[src/rtl/rv_mc_control_pkg.sv]
// Shared definitions for the multi-cycle RV32I control sequencer:
// opcode and funct3 encodings, sequencer state encoding and trap-cause codes.
package rv_mc_control_pkg;

  localparam logic [6:0] OP_LUI    = 7'b0110111;
  localparam logic [6:0] OP_AUIPC  = 7'b0010111;
  localparam logic [6:0] OP_JAL    = 7'b1101111;
  localparam logic [6:0] OP_JALR   = 7'b1100111;
  localparam logic [6:0] OP_BRANCH = 7'b1100011;
  localparam logic [6:0] OP_LOAD   = 7'b0000011;
  localparam logic [6:0] OP_STORE  = 7'b0100011;
  localparam logic [6:0] OP_IMM    = 7'b0010011;
  localparam logic [6:0] OP_OP     = 7'b0110011;

  // Branch funct3
  localparam logic [2:0] F3_BEQ  = 3'd0;
  localparam logic [2:0] F3_BNE  = 3'd1;
  localparam logic [2:0] F3_BLT  = 3'd4;
  localparam logic [2:0] F3_BGE  = 3'd5;
  localparam logic [2:0] F3_BLTU = 3'd6;
  localparam logic [2:0] F3_BGEU = 3'd7;

  // Load/store width funct3
  localparam logic [2:0] F3_B  = 3'd0;
  localparam logic [2:0] F3_H  = 3'd1;
  localparam logic [2:0] F3_W  = 3'd2;
  localparam logic [2:0] F3_BU = 3'd4;
  localparam logic [2:0] F3_HU = 3'd5;

  typedef enum logic [2:0] {
    ST_FETCH  = 3'd0,
    ST_DECODE = 3'd1,
    ST_EXEC   = 3'd2,
    ST_MEM    = 3'd3,
    ST_WB     = 3'd4,
    ST_TRAP   = 3'd5
  } state_t;

  localparam logic [1:0] CAUSE_ILLEGAL      = 2'd0;
  localparam logic [1:0] CAUSE_MISALIGN_LS  = 2'd1;
  localparam logic [1:0] CAUSE_MISALIGN_TGT = 2'd2;

endpackage

[src/rtl/rv_mc_control_imm_decode.sv]
// Combinational instruction decode for the multi-cycle sequencer.
// Ports:
//   ir                       in  32  instruction register
//   imm_i/s/b/u/j            out 32  sign-extended immediates per format
//   is_lui .. is_op          out 1   instruction class flags
//   illegal                  out 1   opcode is not a supported RV32I class
module rv_imm_decode
  import rv_mc_control_pkg::*;
(
  input  logic [31:0] ir,
  output logic [31:0] imm_i,
  output logic [31:0] imm_s,
  output logic [31:0] imm_b,
  output logic [31:0] imm_u,
  output logic [31:0] imm_j,
  output logic        is_lui,
  output logic        is_auipc,
  output logic        is_jal,
  output logic        is_jalr,
  output logic        is_branch,
  output logic        is_load,
  output logic        is_store,
  output logic        is_opimm,
  output logic        is_op,
  output logic        illegal
);

  assign imm_i = {{20{ir[31]}}, ir[31:20]};
  assign imm_s = {{20{ir[31]}}, ir[31:25], ir[11:7]};
  assign imm_b = {{19{ir[31]}}, ir[31], ir[7], ir[30:25], ir[11:8], 1'b0};
  assign imm_u = {ir[31:12], 12'b0};
  assign imm_j = {{11{ir[31]}}, ir[31], ir[19:12], ir[20], ir[30:21], 1'b0};

  assign is_lui    = (ir[6:0] == OP_LUI);
  assign is_auipc  = (ir[6:0] == OP_AUIPC);
  assign is_jal    = (ir[6:0] == OP_JAL);
  assign is_jalr   = (ir[6:0] == OP_JALR);
  assign is_branch = (ir[6:0] == OP_BRANCH);
  assign is_load   = (ir[6:0] == OP_LOAD);
  assign is_store  = (ir[6:0] == OP_STORE);
  assign is_opimm  = (ir[6:0] == OP_IMM);
  assign is_op     = (ir[6:0] == OP_OP);

  assign illegal = !(is_lui || is_auipc || is_jal || is_jalr || is_branch ||
                     is_load || is_store || is_opimm || is_op);

endmodule

[src/rtl/rv_mc_control.sv]
// Multi-cycle RV32I control sequencer: owns PC and IR, drives an external ALU
// and register file, and talks to instruction/data memory over req/ack.
// Ports:
//   clk, rst                              clock, synchronous active-high reset
//   imem_req_out/addr_out/ack_in/data_in  instruction fetch handshake
//   dmem_req_out/we_out/addr_out/wstrb_out/wdata_out/ack_in/rdata_in
//                                         data memory handshake
//   reg_rd_idx1/2_out, reg_rd_data1/2_in  register file read (combinational)
//   reg_wr_en/idx/data_out                register file write, one-cycle strobe
//   alu_cid_out/arg1_out/arg2_out/res_in  external ALU command and operands
//   pc_out, trap_out, trap_cause_out      current PC, sticky trap flag + cause
module rv_mc_control
  import rv_mc_control_pkg::*;
#(
  parameter int               XLEN          = 32,
  parameter logic [XLEN-1:0]  RESET_PC      = '0,
  parameter bit               MISALIGN_TRAP = 1'b1
) (
  input  logic              clk,
  input  logic              rst,
  output logic              imem_req_out,
  output logic [XLEN-1:0]   imem_addr_out,
  input  logic              imem_ack_in,
  input  logic [31:0]       imem_data_in,
  output logic              dmem_req_out,
  output logic              dmem_we_out,
  output logic [XLEN-1:0]   dmem_addr_out,
  output logic [XLEN/8-1:0] dmem_wstrb_out,
  output logic [XLEN-1:0]   dmem_wdata_out,
  input  logic              dmem_ack_in,
  input  logic [XLEN-1:0]   dmem_rdata_in,
  output logic [4:0]        reg_rd_idx1_out,
  output logic [4:0]        reg_rd_idx2_out,
  input  logic [XLEN-1:0]   reg_rd_data1_in,
  input  logic [XLEN-1:0]   reg_rd_data2_in,
  output logic              reg_wr_en_out,
  output logic [4:0]        reg_wr_idx_out,
  output logic [XLEN-1:0]   reg_wr_data_out,
  output logic [9:0]        alu_cid_out,
  output logic [XLEN-1:0]   alu_arg1_out,
  output logic [XLEN-1:0]   alu_arg2_out,
  input  logic [XLEN-1:0]   alu_res_in,
  output logic [XLEN-1:0]   pc_out,
  output logic              trap_out,
  output logic [1:0]        trap_cause_out
);

  state_t          state;
  logic [XLEN-1:0] pc, a_q, b_q, wb_data, next_pc, mem_addr;
  logic [31:0]     ir;
  logic            trap;
  logic [1:0]      cause;

  logic [31:0] imm_i, imm_s, imm_b, imm_u, imm_j;
  logic is_lui, is_auipc, is_jal, is_jalr, is_branch, is_load, is_store;
  logic is_opimm, is_op, illegal;

  rv_imm_decode u_dec (
    .ir(ir), .imm_i(imm_i), .imm_s(imm_s), .imm_b(imm_b), .imm_u(imm_u), .imm_j(imm_j),
    .is_lui(is_lui), .is_auipc(is_auipc), .is_jal(is_jal), .is_jalr(is_jalr),
    .is_branch(is_branch), .is_load(is_load), .is_store(is_store),
    .is_opimm(is_opimm), .is_op(is_op), .illegal(illegal)
  );

  logic [2:0] funct3;
  logic [4:0] rd;
  assign funct3 = ir[14:12];
  assign rd     = ir[11:7];

  function automatic logic br_taken(input logic [2:0] f3, input logic [XLEN-1:0] a,
                                    input logic [XLEN-1:0] b);
    logic signed [XLEN-1:0] as, bs;
    as = a;
    bs = b;
    case (f3)
      F3_BEQ:  br_taken = (a == b);
      F3_BNE:  br_taken = (a != b);
      F3_BLT:  br_taken = (as < bs);
      F3_BGE:  br_taken = (as >= bs);
      F3_BLTU: br_taken = (a < b);
      F3_BGEU: br_taken = (a >= b);
      default: br_taken = 1'b0;
    endcase
  endfunction

  function automatic logic [XLEN-1:0] load_ext(input logic [2:0] f3, input logic [1:0] ofs,
                                               input logic [XLEN-1:0] word);
    logic [XLEN-1:0] s;
    s = word >> {ofs, 3'b000};
    case (f3)
      F3_B:    load_ext = {{24{s[7]}}, s[7:0]};
      F3_H:    load_ext = {{16{s[15]}}, s[15:0]};
      F3_BU:   load_ext = {24'b0, s[7:0]};
      F3_HU:   load_ext = {16'b0, s[15:0]};
      default: load_ext = word;
    endcase
  endfunction

  function automatic logic [3:0] store_strb(input logic [2:0] f3, input logic [1:0] ofs);
    case (f3[1:0])
      2'b00:   store_strb = 4'b0001 << ofs;
      2'b01:   store_strb = 4'b0011 << {ofs[1], 1'b0};
      default: store_strb = 4'b1111;
    endcase
  endfunction

  // Execute-stage address arithmetic
  logic [XLEN-1:0] pc_plus4, jalr_sum, tgt, tgt_fixed, ls_addr, ls_mask;
  logic            tgt_misal, ls_misal, taken;

  assign pc_plus4  = pc + 32'd4;
  assign jalr_sum  = a_q + imm_i;
  assign taken     = br_taken(funct3, a_q, b_q);
  assign tgt       = is_jal  ? pc + imm_j :
                     is_jalr ? {jalr_sum[XLEN-1:1], 1'b0} : pc + imm_b;
  assign tgt_misal = |tgt[1:0];
  // With trapping disabled a misaligned target just loses its low bits; when
  // trapping is enabled only aligned targets get here, so clearing is a no-op.
  assign tgt_fixed = {tgt[XLEN-1:2], 2'b00};
  assign ls_addr   = a_q + (is_store ? imm_s : imm_i);
  assign ls_misal  = (funct3[1:0] == 2'b01) ? ls_addr[0] :
                     (funct3[1:0] == 2'b10) ? |ls_addr[1:0] : 1'b0;
  assign ls_mask   = (funct3[1:0] == 2'b01) ? {{(XLEN-1){1'b1}}, 1'b0} :
                     (funct3[1:0] == 2'b10) ? {{(XLEN-2){1'b1}}, 2'b00} : '1;

  // Output decode; requests are gated by rst so they drop as soon as reset is seen
  assign imem_req_out    = !rst && (state == ST_FETCH);
  assign imem_addr_out   = pc;
  assign dmem_req_out    = !rst && (state == ST_MEM);
  assign dmem_we_out     = dmem_req_out && is_store;
  assign dmem_addr_out   = mem_addr;
  assign dmem_wstrb_out  = dmem_we_out ? store_strb(funct3, mem_addr[1:0]) : 4'b0000;
  assign dmem_wdata_out  = (funct3[1:0] == 2'b00) ? {4{b_q[7:0]}} :
                           (funct3[1:0] == 2'b01) ? {2{b_q[15:0]}} : b_q;
  assign reg_rd_idx1_out = ir[19:15];
  assign reg_rd_idx2_out = ir[24:20];
  assign reg_wr_en_out   = !rst && (state == ST_WB) && (rd != 5'd0);
  assign reg_wr_idx_out  = rd;
  assign reg_wr_data_out = wb_data;
  // funct7 only carries meaning for R-type and immediate shifts (SRAI vs SRLI)
  assign alu_cid_out     = {funct3, (is_op || (is_opimm && funct3[1:0] == 2'b01)) ? ir[31:25] : 7'b0};
  assign alu_arg1_out    = a_q;
  assign alu_arg2_out    = is_op ? b_q :
                           (funct3[1:0] == 2'b01) ? {27'b0, ir[24:20]} : imm_i;
  assign pc_out          = pc;
  assign trap_out        = trap;
  assign trap_cause_out  = cause;

  // Control state: sequencer, PC, IR and trap status
  always_ff @(posedge clk) begin
    if (rst) begin
      state <= ST_FETCH;
      pc    <= RESET_PC;
      ir    <= '0;
      trap  <= 1'b0;
      cause <= CAUSE_ILLEGAL;
    end else begin
      case (state)
        ST_FETCH: if (imem_ack_in) begin
          ir    <= imem_data_in;
          state <= ST_DECODE;
        end
        ST_DECODE: if (illegal) begin
          state <= ST_TRAP;
          trap  <= 1'b1;
          cause <= CAUSE_ILLEGAL;
        end else begin
          state <= ST_EXEC;
        end
        ST_EXEC: begin
          if (is_branch) begin
            if (taken && tgt_misal && MISALIGN_TRAP) begin
              state <= ST_TRAP;
              trap  <= 1'b1;
              cause <= CAUSE_MISALIGN_TGT;
            end else begin
              pc    <= taken ? tgt_fixed : pc_plus4;
              state <= ST_FETCH;
            end
          end else if (is_jal || is_jalr) begin
            if (tgt_misal && MISALIGN_TRAP) begin
              state <= ST_TRAP;
              trap  <= 1'b1;
              cause <= CAUSE_MISALIGN_TGT;
            end else begin
              state <= ST_WB;
            end
          end else if (is_load || is_store) begin
            if (ls_misal && MISALIGN_TRAP) begin
              state <= ST_TRAP;
              trap  <= 1'b1;
              cause <= CAUSE_MISALIGN_LS;
            end else begin
              state <= ST_MEM;
            end
          end else begin
            state <= ST_WB;
          end
        end
        ST_MEM: if (dmem_ack_in) begin
          if (is_store) begin
            pc    <= next_pc;
            state <= ST_FETCH;
          end else begin
            state <= ST_WB;
          end
        end
        ST_WB: begin
          pc    <= next_pc;
          state <= ST_FETCH;
        end
        default: state <= ST_TRAP;
      endcase
    end
  end

  // Datapath holding registers (no reset: always written before use)
  always_ff @(posedge clk) begin
    case (state)
      ST_DECODE: begin
        a_q <= reg_rd_data1_in;
        b_q <= reg_rd_data2_in;
      end
      ST_EXEC: begin
        next_pc  <= (is_jal || is_jalr) ? tgt_fixed : pc_plus4;
        mem_addr <= ls_addr & ls_mask;
        wb_data  <= (is_jal || is_jalr) ? pc_plus4 :
                    is_lui              ? imm_u :
                    is_auipc            ? pc + imm_u : alu_res_in;
      end
      ST_MEM: if (dmem_ack_in && !is_store) begin
        wb_data <= load_ext(funct3, mem_addr[1:0], dmem_rdata_in);
      end
      default: ;
    endcase
  end

endmodule

[config.mk]
export PLATFORM = sky130hd
export DESIGN_NAME = rv_mc_control
export DESIGN_NICKNAME = d
export VERILOG_FILES = /design/src/rtl/rv_mc_control_pkg.sv /design/src/rtl/rv_mc_control_imm_decode.sv /design/src/rtl/rv_mc_control.sv
export SDC_FILE = /design/constraint.sdc
export NUM_CORES = 1
export LEC_CHECK = 0
export CORE_AREA = 3 3 206 208
export DETAILED_ROUTE_END_ITERATION = 7
export DIE_AREA = 0 0 209 211
export MAX_ROUTING_LAYER = met4
export PLACE_DENSITY_LB_ADDON = 0.15
export SLEW_MARGIN = 20
export SYNTH_ARGS = -nofsm -noshare
export SYNTH_HDL_FRONTEND = slang
export SYNTH_SLANG_ARGS = --single-unit
[constraint.sdc]
create_clock -name clk -period 6.2 [get_ports clk]
set_clock_uncertainty 0.15 [all_clocks]
set_input_delay 0.93 -clock clk [delete_from_list [all_inputs] [get_ports clk]]
set_output_delay 0.93 -clock clk [all_outputs]
set_load 0.1 [all_outputs]
==> reports/results.md, run 1 <==
### Logic synthesis
- 84 — Netlist cell types
- 160 — number of flops mapped to enable cells by yosys
- compound AO/OA/AOI/OAI gates — combinational family with the most area after synthesis
- 0 — total of warnings raised by yosys
- 0% — Synth async-reset ratio
- 8.26 sq um — syn_area_per_cell
- 16.5% — basic-gate share of the synthesized area counting and, or, nand and nor cells
- sky130_fd_sc_hd__edfxtp_1 — dominant cell type by area after synthesis
- sky130_fd_sc_hd__edfxtp_1 (25%), sky130_fd_sc_hd__ha_1 (8.1%), sky130_fd_sc_hd__dfxtp_1 (7.2%) — largest cells by area after synthesis
- 8.62% — Adder-Cell Fraction of Synth Area
- 6.35% — xor/xnor cell area share of the yosys netlist
- 31.9% — Seq/Total Area, Yosys
- 3.14% — share of cell area taken by muxes after synthesis
- 26.7% — Synth Area in Compound Gates
- 24.7% — proportion of netlist area held by the largest area contributor
- 2355 — Post-Syn Instances
- 19500 sq um — Synth Cell Area
- 2650 — Net Count, Synth
- sky130_fd_sc_hd__edfxtp_1 — Most used DFF post-synth
- 230 — synthesized flop and latch total

### Power
- 27.9% — clock share of power
- 30.2% — sequential share of power
- 0.00361 W — Internal Pwr Total
- 41.9% — combinational fraction of design power
- 263 uV — largest voltage drop on the vdd net
- 44.3% — switching share of power
- 0.00288 W — Psw
- 264 nW/um^2 — PwrDens
- 9.57 nW — static leakage

### STA
- 81.8% — share of the clock period used by the worst path
- 5.07 ns — time the final worst path needs with I/O delays and setup
- 1.16 ns — slew at the pin closest to its max-slew limit
- no — unrepaired setup endpoints after global routing
- 22.0% — worst rel slew slack
- 0 ns — final-layout setup total negative slack
- 0 — final-report max-slew violation count
- 0.197 GHz — Max Freq
- 0 — final-report setup violation count
- 0 — Fin. Hold Viols

### Route
- 26.2 microns — Avg WL per Cell
- 6 — DR pass1 iterations
- 2085 — DRC violation total after the first TritonRoute iteration
- 0 — Remaining DRCs
- 83.7 mm — wirelength, routed
- 6.45 — routed via count divided by cell count
- 20584 — total vias in the final route
- 0 — post-route ant nets

### Finish
- 6.51% — ratio of cells with drive above 1 in the final layout
- 60.3% — final core utilization
- 26.3% — Area growth syn-to-layout
- 3651 — count of filler cells inserted in the layout
- 2931 — number of nets in the final layout
- 3193 — final std cells w/o fill

### Run status
- complete, no violations — status

### Die
- 44100 sq um — DIE AREA
- 40700 sq um — Core Box Area
- 74 — Std-Cell Rows
- 47.8% — Starting Density
- 209 microns — Die X-Extent
- 424 — top-level I/O count
- 211 microns — chip height

### Hold path
- 2 — Hold Path Depth
- reg -> reg — type of the tightest min-delay check

### Placed design
- 63.6 mm — HPWL reported at the end of detailed placement
- 3137 — total instance count after detailed placement
- 423 — number of buffer cells added on primary ports
- 1.01 — routability cong.

### Run
- 0 — number of maximum-capacitance constraint violations

### Setup path
- 3.99 ns — endpoint arrival time on the critical path
- 5.12 ns — required time at the endpoint of the critical path
- output pin — Critical Path End Type
- 18 — cell depth of the worst flop-to-flop path
- register — startpoint class of the critical path
- reg -> out — category of the most critical setup path
- 1.26 ns — slack of the worst reg-to-reg path
- 31 — maximum fanout encountered on the critical timing path

### Clock network
- 1 — H-tree depth
- 0.06 ns — clock-pin slew on the worst setup and hold paths
- sky130_fd_sc_hd__clkbuf_16 — root buffer cell
- 0 — number of gates given a new drive strength after cts
- 0.58 ns — clock latency reported for the late side of the worst-skew pair
- 29 — number of buffers created by CTS
- 0 — number of setup buffers added after CTS
- 0 — CTS Hold Bufs
- 3 — Longest Clk Path Bufs
- done — clock tree from TritonCTS
- 230 — total clock sinks

### GRT
- 2 — antenna violations before repair
- 67 — pin count of the biggest net entering global routing
- 123 mm — wire length of the first global-routing pass
- 0 — global route overflow
- 19851 — via count of the first global-routing pass
- 37.1% — GRT Util Overall

[per-stage QoR]
stage	worst slack (ns)	cell area, sq um	power, W	hold WS [ns]
2_1_floorplan	0.995	19500	0.00386	0.292
3_3_place_gp	1.57	23500	0.00463	0.289
3_5_place_dp	1.34	23500	0.00465	0.292
4_1_cts	0.861	24600	0.00645	0.300
5_1_grt	0.916	24600	0.00670	0.312
6_report	1.13	24600	0.00649	0.301
[area by class of cell]
cell class | count | area [sq um] | share of cell area [%]
clock inverter | 12 | 95.1 | 0.387
inverter | 80 | 300 | 1.22
multi-input combinational | 1839 | 12000 | 48.7
tap | 532 | 666 | 2.71
sequential | 230 | 6210 | 25.3
timing repair buffer | 456 | 4390 | 17.9
clock buffer | 42 | 931 | 3.79
antenna | 2 | 5.00 | 0.0204
[worst max-delay path, stage by stage, from the launching register on]
cell	delay, ns
sky130_fd_sc_hd__dfxtp_1	0.48
sky130_fd_sc_hd__inv_1	0.15
sky130_fd_sc_hd__ha_2	0.40
sky130_fd_sc_hd__nor2_2	0.60
sky130_fd_sc_hd__buf_4	0.44
sky130_fd_sc_hd__nor2_1	0.09
sky130_fd_sc_hd__nor2_1	0.10
sky130_fd_sc_hd__clkdlybuf4s50_1	1.14
[placed cells by master, fill, tap and decap left out, types with 48 or more instances in the layout]
| cell type | netlist | final |
|---|---|---|
| sky130_fd_sc_hd__a21o_1 | 65 | 65 |
| sky130_fd_sc_hd__buf_4 | 63 | 66 |
| sky130_fd_sc_hd__nor2_1 | 184 | 182 |
| sky130_fd_sc_hd__nand2_1 | 246 | 245 |
| sky130_fd_sc_hd__o21ai_0 | 170 | 169 |
| sky130_fd_sc_hd__xor2_1 | 60 | 60 |
| sky130_fd_sc_hd__ha_1 | 126 | 125 |
| sky130_fd_sc_hd__clkdlybuf4s50_1 | 0 | 389 |
| sky130_fd_sc_hd__inv_1 | 78 | 77 |
| sky130_fd_sc_hd__edfxtp_1 | 160 | 160 |
| sky130_fd_sc_hd__dfxtp_1 | 70 | 70 |
| sky130_fd_sc_hd__xnor2_1 | 81 | 81 |
| sky130_fd_sc_hd__a21oi_1 | 267 | 266 |
| sky130_fd_sc_hd__a211oi_1 | 48 | 48 |
[cells by family after synthesis]
family                     count (synthesis)
adders and majority gates                131
AOI/OAI and AO/OA                        816
buffers and inverters                    286
xor gates and xnor gates                 141
muxes                                     57
DFF                                      230
and+or+nand+nor                          694
[power groups by stage]
| stage | clock network [W] | registers (W) | logic [W] |
|---|---|---|---|
| 2_1_floorplan | 0 | 0.00218 | 0.00167 |
| 3_3_place_gp | 0 | 0.00198 | 0.00265 |
| 3_5_place_dp | 0 | 0.00199 | 0.00267 |
| 4_1_cts | 0.00182 | 0.00195 | 0.00268 |
| 5_1_grt | 0.00188 | 0.00196 | 0.00286 |
| 6_report | 0.00181 | 0.00196 | 0.00272 |
[routing by layer]
layer	vias up	routed length, microns	global-route usage (%)
met5	-	0	-
met4	0	5440	18.6
met3	298	8260	7.34
met2	1260	37500	57.3
met1	9770	32400	46.6
li1	9256	-	-
[state kept, by name, summed over array words and instances (netlist names)]
signal           count
trap_out             1
state                3
next_pc             32
imem_addr_out       32
ir                  32
reg_wr_data_out     32
trap_cause_out       2
alu_arg1_out        32
dmem_addr_out       32
b_q                 32
[synth_stat cells, types with 14 or more instances]
library cell	count
sky130_fd_sc_hd__a211oi_1	48
sky130_fd_sc_hd__and3_1	16
sky130_fd_sc_hd__xnor2_1	81
sky130_fd_sc_hd__xor2_1	60
sky130_fd_sc_hd__a21o_1	65
sky130_fd_sc_hd__nand2b_1	16
sky130_fd_sc_hd__clkbuf_1	116
sky130_fd_sc_hd__a31oi_1	30
sky130_fd_sc_hd__nor2_1	184
sky130_fd_sc_hd__o21a_1	21
sky130_fd_sc_hd__o211ai_1	36
sky130_fd_sc_hd__nand3_1	47
sky130_fd_sc_hd__a221oi_1	26
sky130_fd_sc_hd__nand4_1	38
sky130_fd_sc_hd__nor2b_1	16
sky130_fd_sc_hd__inv_1	78
sky130_fd_sc_hd__mux2i_1	37
sky130_fd_sc_hd__or3_1	15
sky130_fd_sc_hd__o21ai_0	170
sky130_fd_sc_hd__nand2_1	246
sky130_fd_sc_hd__mux2_2	18
sky130_fd_sc_hd__nor3_1	42
sky130_fd_sc_hd__and2_1	23
sky130_fd_sc_hd__dfxtp_1	70
sky130_fd_sc_hd__o21bai_1	14
sky130_fd_sc_hd__ha_1	126
sky130_fd_sc_hd__buf_4	63
sky130_fd_sc_hd__edfxtp_1	160
sky130_fd_sc_hd__buf_1	16
sky130_fd_sc_hd__a22oi_1	14
sky130_fd_sc_hd__a21oi_1	267
[path summary, 6_finish.rpt]
| kind | from | end |
|---|---|---|
| setup / recovery | ir[13]$_SDFFE_PP0P_ | dmem_wstrb_out[0] |
| hold / removal | trap_out$_SDFFE_PP0P_ | trap_out$_SDFFE_PP0P_ |
| setup reg to reg | ir[0]$_SDFFE_PP0P_ | dmem_addr_out[28]$_DFFE_PP_ |
| hold reg to reg | trap_out$_SDFFE_PP0P_ | trap_out$_SDFFE_PP0P_ |
No activity file was read; power rests on OpenSTA's default activity.
==> run 2, diff against run 1 <==
Settings changed: CORE_AREA 3 3 206 208 to 3 3 196 198, DIE_AREA 0 0 209 211 to 0 0 199 201.
Clock period 6.2 ns to 5 ns, I/O delays scaled along.
==> reports/results.md, run 2 (same netlist as run 1, synthesis figures left out) <==
### Setup path
- register — startpoint class of the critical path
- register — Critical Path End Type
- 4.72 ns — endpoint arrival time on the critical path
- 5.17 ns — required time at the endpoint of the critical path
- 0 — buffer and inverter count on the worst path
- 7 — maximum fanout encountered on the critical timing path
- reg -> reg — category of the most critical setup path
- sky130_fd_sc_hd__fa_1 — cell with the biggest individual delay on the critical path
- compound AO/OA/AOI/OAI gates — CP delay by family, top
- nand2_1, nor4_1, nor2b_1, nand2_1, mux2_2, ha_1, fa_1, a21o_1, a21oi_1, o21bai_1, a21o_1, a21o_1, a21oi_1, o21a_1, o21bai_1, a21oi_1, xnor2_1 — cells traversed along the worst timing path
- 0.41 ns — critical path's largest stage delay

### Power
- 322 uV — largest voltage drop on the vdd net
- 29.4% — sequential share of power
- 44.4% — switching share of power
- 9.78 nW — static leakage
- 0.00356 W — Psw
- 0.00802 W — total power
- 324 nW/um^2 — PwrDens
- 26.9% — clock share of power
- 0.00446 W — Internal Pwr Total
- 43.7% — combinational fraction of design power

### STA
- 0 — Fin. Hold Viols
- no — unrepaired setup endpoints after global routing
- 1.12 ns — slew at the pin closest to its max-slew limit
- 0.317 ns — hold_ws
- 0.220 GHz — Max Freq
- 0 ns — final-layout setup total negative slack
- 0 — final-report setup violation count
- 91.0% — share of the clock period used by the worst path
- 4.55 ns — time the final worst path needs with I/O delays and setup
- 25.2% — worst rel slew slack
- 0 — final-report max-slew violation count

### Route
- 21014 — total vias in the final route
- 0 — Remaining DRCs
- 26.4 microns — Avg WL per Cell
- 83.4 mm — wirelength, routed
- 2690 — DRC violation total after the first TritonRoute iteration
- 6 — DR pass1 iterations
- 0 — post-route ant nets
- 6.66 — routed via count divided by cell count

### Hold path
- reg -> reg — type of the tightest min-delay check

### Die
- 36700 sq um — Core Box Area
- 40000 sq um — DIE AREA
- 199 microns — Die X-Extent
- 53.0% — Starting Density
- 201 microns — chip height
- 70 — Std-Cell Rows
- 424 — top-level I/O count

### GRT
- 122 mm — wire length of the first global-routing pass
- 40.9% — GRT Util Overall
- 3 — antenna violations before repair
- 0 — global route overflow
- 19923 — via count of the first global-routing pass
- 67 — pin count of the biggest net entering global routing

### Finish
- 8.56% — ratio of cells with drive above 1 in the final layout
- 67.5% — final core utilization
- 2959 — number of nets in the final layout
- 27.4% — Area growth syn-to-layout
- 3156 — final std cells w/o fill
- sky130_fd_sc_hd__clkdlybuf4s50_1 (354), sky130_fd_sc_hd__a21oi_1 (267), sky130_fd_sc_hd__nand2_1 (246) — top library cells by usage in the layout, fill and taps aside
- sky130_fd_sc_hd__clkdlybuf4s50_1 — most frequent standard cell in the layout excluding fill and tap cells

### Run status
- complete, no violations — status

### Clock network
- sky130_fd_sc_hd__clkbuf_16 — root buffer cell
- 0 — number of setup buffers added after CTS
- 28 — number of buffers created by CTS
- done — clock tree from TritonCTS
- 1 — H-tree depth
- 0 — CTS Hold Bufs
- 0.06 ns — clock-pin slew on the worst setup and hold paths
- 0 — number of gates given a new drive strength after cts
- 230 — total clock sinks
- 3 — Longest Clk Path Bufs
- 0.57 ns — clock latency reported for the late side of the worst-skew pair

### Placed design
- 1.04 — routability cong.
- 3102 — total instance count after detailed placement
- 423 — number of buffer cells added on primary ports
- 63.8 mm — HPWL reported at the end of detailed placement

### Run
- 0 — number of maximum-capacitance constraint violations

-- run 2: cell types whose count changed in the layout (fill, tap and decap cells not counted), sizes merged --
cell           previous run  this run
buf                      67       131
bufinv                    1         3
clkbuf                   42        37
clkdlybuf4s50           389       354
clkinvlp                  0         2
inv                      79        78
-- run 2: layer usage --
layer	up-vias	part of all wire [%]	track usage, %
li1	9309	-	-
met1	9822	37	51.3
met2	1576	45	62.9
met3	307	12	8.04
met4	0	6.6	20.8
met5	-	0	-
-- run 2: path summary, 6_finish.rpt --
check | startpoint | end | slack, ns | cells after the start
worst max-delay path | ir[1]$_SDFFE_PP0P_ | dmem_addr_out[28]$_DFFE_PP_ | 0.45 | 17
worst max register to register | ir[1]$_SDFFE_PP0P_ | dmem_addr_out[28]$_DFFE_PP_ | 0.45 | 17
worst min register to register | next_pc[0]$_SDFFCE_PN0P_ | imem_addr_out[0]$_SDFFE_PP0P_ | 0.32 | 1
worst min-delay path | next_pc[0]$_SDFFCE_PN0P_ | imem_addr_out[0]$_SDFFE_PP0P_ | 0.32 | 1
-- run 2: per-stage QoR --
| step | worst slack, ns | cell area, sq um |
|---|---|---|
| 6_report | 0.448 | 24800 |
| 3_3_place_gp | 0.747 | 23800 |
| 3_5_place_dp | 0.567 | 23800 |
| 2_1_floorplan | 0.0488 | 19500 |
| 4_1_cts | 0.539 | 24800 |
| 5_1_grt | 0.139 | 24800 |
-- run 2: worst register-to-register path, stage by stage, from the launching register on --
cell and delay [ns]:
sky130_fd_sc_hd__dfxtp_1 0.37, sky130_fd_sc_hd__nand2_1 0.12, sky130_fd_sc_hd__nor4_1 0.28, sky130_fd_sc_hd__nor2b_1 0.24, sky130_fd_sc_hd__nand2_1 0.22, sky130_fd_sc_hd__mux2_2 0.34
sky130_fd_sc_hd__ha_1 0.21, sky130_fd_sc_hd__fa_1 0.41, sky130_fd_sc_hd__a21o_1 0.18, sky130_fd_sc_hd__a21oi_1 0.21, sky130_fd_sc_hd__o21bai_1 0.14, sky130_fd_sc_hd__a21o_1 0.23
sky130_fd_sc_hd__a21o_1 0.19, sky130_fd_sc_hd__a21oi_1 0.40, sky130_fd_sc_hd__o21a_1 0.21, sky130_fd_sc_hd__o21bai_1 0.13, sky130_fd_sc_hd__a21oi_1 0.20, sky130_fd_sc_hd__xnor2_1 0.08
-- run 2: layout make-up --
cell class                      count  area (sq um)
Antenna cell                        2          5.00
Clock buffer                       37           797
Clock inverter                     15           161
Fill cell                        2958         11900
Inverter                           80           300
Multi-Input combinational cell   1839         12000
Sequential cell                   230          6210
Tap cell                          468           586
Timing Repair Buffer              485          4760
-- run 2: power by group through the flow --
stage          Combinational (W)  Sequential (W)  Clock, W
2_1_floorplan            0.00207         0.00271         0
4_1_cts                  0.00344         0.00235   0.00216
3_3_place_gp             0.00339         0.00239         0
3_5_place_dp             0.00342         0.00239         0
6_report                 0.00350         0.00236   0.00215
5_1_grt                  0.00366         0.00236   0.00224
==> run 3, diff against run 2 <==
Settings changed: SLEW_MARGIN 20 to default.
==> reports/results.md, run 3 (same netlist as run 1, synthesis figures left out) <==
### Placed design
- 63.8 mm — HPWL reported at the end of detailed placement
- 1.04 — routability cong.
- 423 — number of buffer cells added on primary ports

### Clock network
- 0 — number of setup buffers added after CTS
- 0 — CTS Hold Bufs
- 0 — number of gates given a new drive strength after cts
- 3 — Longest Clk Path Bufs
- 28 — number of buffers created by CTS
- 230 — total clock sinks
- 0.07 ns — clock-pin slew on the worst setup and hold paths
- done — clock tree from TritonCTS
- 0.58 ns — clock latency reported for the late side of the worst-skew pair
- sky130_fd_sc_hd__clkbuf_16 — root buffer cell
- 1 — H-tree depth

### Power
- 44.9% — switching share of power
- 26.0% — clock share of power
- 0.00436 W — Internal Pwr Total
- 9.75 nW — static leakage
- 308 uV — largest voltage drop on the vdd net
- 320 nW/um^2 — PwrDens
- 44.2% — combinational fraction of design power
- 29.8% — sequential share of power
- 0.00356 W — Psw

### Finish
- 2959 — number of nets in the final layout
- sky130_fd_sc_hd__clkdlybuf4s50_1 — most frequent standard cell in the layout excluding fill and tap cells
- 67.4% — final core utilization
- 8.49% — ratio of cells with drive above 1 in the final layout
- sky130_fd_sc_hd__clkdlybuf4s50_1 (354), sky130_fd_sc_hd__a21oi_1 (267), sky130_fd_sc_hd__nand2_1 (246) — top library cells by usage in the layout, fill and taps aside
- 27.1% — Area growth syn-to-layout

### STA
- 0 ns — final-layout setup total negative slack
- 1.25 ns — slew at the pin closest to its max-slew limit
- 15.8% — worst rel slew slack
- 92.0% — share of the clock period used by the worst path
- 0.217 GHz — Max Freq
- 0 — final-report setup violation count
- 0 — Fin. Hold Viols
- 0 — final-report max-slew violation count
- 4.60 ns — time the final worst path needs with I/O delays and setup
- no — unrepaired setup endpoints after global routing

### Setup path
- 1.02 ns — critical path's largest stage delay
- alu_arg1_out[25]$_DFFE_PP_ — startpoint of the worst register-to-register path
- register — Critical Path End Type
- compound AO/OA/AOI/OAI gates — CP delay by family, top
- 5.32 ns — required time at the endpoint of the critical path
- sky130_fd_sc_hd__a311oi_1 — cell with the biggest individual delay on the critical path
- 19 — maximum fanout encountered on the critical timing path
- register — startpoint class of the critical path
- sky130_fd_sc_hd__a311oi_1 — most repeated library cell on the critical path
- 4.92 ns — endpoint arrival time on the critical path
- ha_1, nand4_1, nor4_1, and2_1, nand2_1, o211ai_1, a21boi_0, a311oi_1, nor2_2, buf_4, a311oi_1 — cells traversed along the worst timing path
- alu_arg1_out[25]$_DFFE_PP_ — CP startpoint
- reg -> reg — category of the most critical setup path
- 1 — buffer and inverter count on the worst path

### Route
- 6 — DR pass1 iterations
- 2572 — DRC violation total after the first TritonRoute iteration
- 6.63 — routed via count divided by cell count
- 0 — post-route ant nets
- 83.2 mm — wirelength, routed
- 26.4 microns — Avg WL per Cell
- 20938 — total vias in the final route
- 0 — Remaining DRCs

### Die
- 40000 sq um — DIE AREA
- 36700 sq um — Core Box Area
- 53.0% — Starting Density
- 70 — Std-Cell Rows
- 201 microns — chip height
- 199 microns — Die X-Extent
- 424 — top-level I/O count

### Hold path
- reg -> reg — type of the tightest min-delay check
- trap_cause_out[0]$_SDFFE_PP0P_ — Hold Path Origin

### GRT
- 67 — pin count of the biggest net entering global routing
- 0 — global route overflow
- 40.8% — GRT Util Overall
- 19873 — via count of the first global-routing pass
- 2 — antenna violations before repair
- 122 mm — wire length of the first global-routing pass

### Run
- 0 — number of maximum-capacitance constraint violations

### Run status
- complete, no violations — status

## run 3: worst reg2reg max path: stages (launching register included)
cell                       delay (ns)
sky130_fd_sc_hd__edfxtp_1        0.54
sky130_fd_sc_hd__ha_1            0.38
sky130_fd_sc_hd__nand4_1         0.17
sky130_fd_sc_hd__nor4_1          0.39
sky130_fd_sc_hd__and2_1          0.31
sky130_fd_sc_hd__nand2_1         0.08
sky130_fd_sc_hd__o211ai_1        0.22
sky130_fd_sc_hd__a21boi_0        0.21
sky130_fd_sc_hd__a311oi_1        1.02
sky130_fd_sc_hd__nor2_2          0.43
sky130_fd_sc_hd__buf_4           0.34
sky130_fd_sc_hd__a311oi_1        0.26
## run 3: path summary, 6_finish.rpt
kind	end	slack, ns	depth (start not counted)
max	imem_addr_out[29]$_SDFFE_PP0P_	0.40	11
min	trap_cause_out[0]$_SDFFE_PP0P_	0.32	2
max reg2reg	imem_addr_out[29]$_SDFFE_PP0P_	0.40	11
min reg2reg	trap_cause_out[0]$_SDFFE_PP0P_	0.32	2
## run 3: per-stage QoR
step | hold WS [ns] | setup WS, ns | total power [W] | instance area [sq um] | instances
2_1_floorplan | 0.292 | 0.0488 | 0.00478 | 19500 | 2355
3_3_place_gp | 0.291 | 0.747 | 0.00578 | 23800 | 3102
3_5_place_dp | 0.308 | 0.537 | 0.00582 | 23800 | 3102
4_1_cts | 0.316 | 0.518 | 0.00786 | 24700 | 3154
5_1_grt | 0.345 | 0.153 | 0.00816 | 24700 | 3155
6_report | 0.318 | 0.398 | 0.00792 | 24700 | 3156
## run 3: area by class of cell
class | instances | area, sq um
antenna | 2 | 5.00
clock inverter | 17 | 149
multi-input combinational | 1839 | 12000
tap | 468 | 586
inverter | 80 | 300
sequential | 230 | 6210
timing repair buffer | 485 | 4760
fill | 2964 | 12000
clock buffer | 35 | 758
## run 3: power groups by stage
stage,clock network (W),logic (W),registers [W]
2_1_floorplan,0,0.00207,0.00271
5_1_grt,0.00214,0.00366,0.00236
6_report,0.00206,0.00350,0.00236
3_5_place_dp,0,0.00342,0.00239
3_3_place_gp,0,0.00339,0.00239
4_1_cts,0.00207,0.00344,0.00235
## run 3: metal layers
layer | share of wire, % | up-vias | GRT usage [%]
met5 | 0 | - | -
met4 | 6.6 | 0 | 21.1
met3 | 12 | 306 | 8.04
met2 | 45 | 1520 | 62.5
met1 | 37 | 9807 | 51.1
li1 | - | 9305 | -
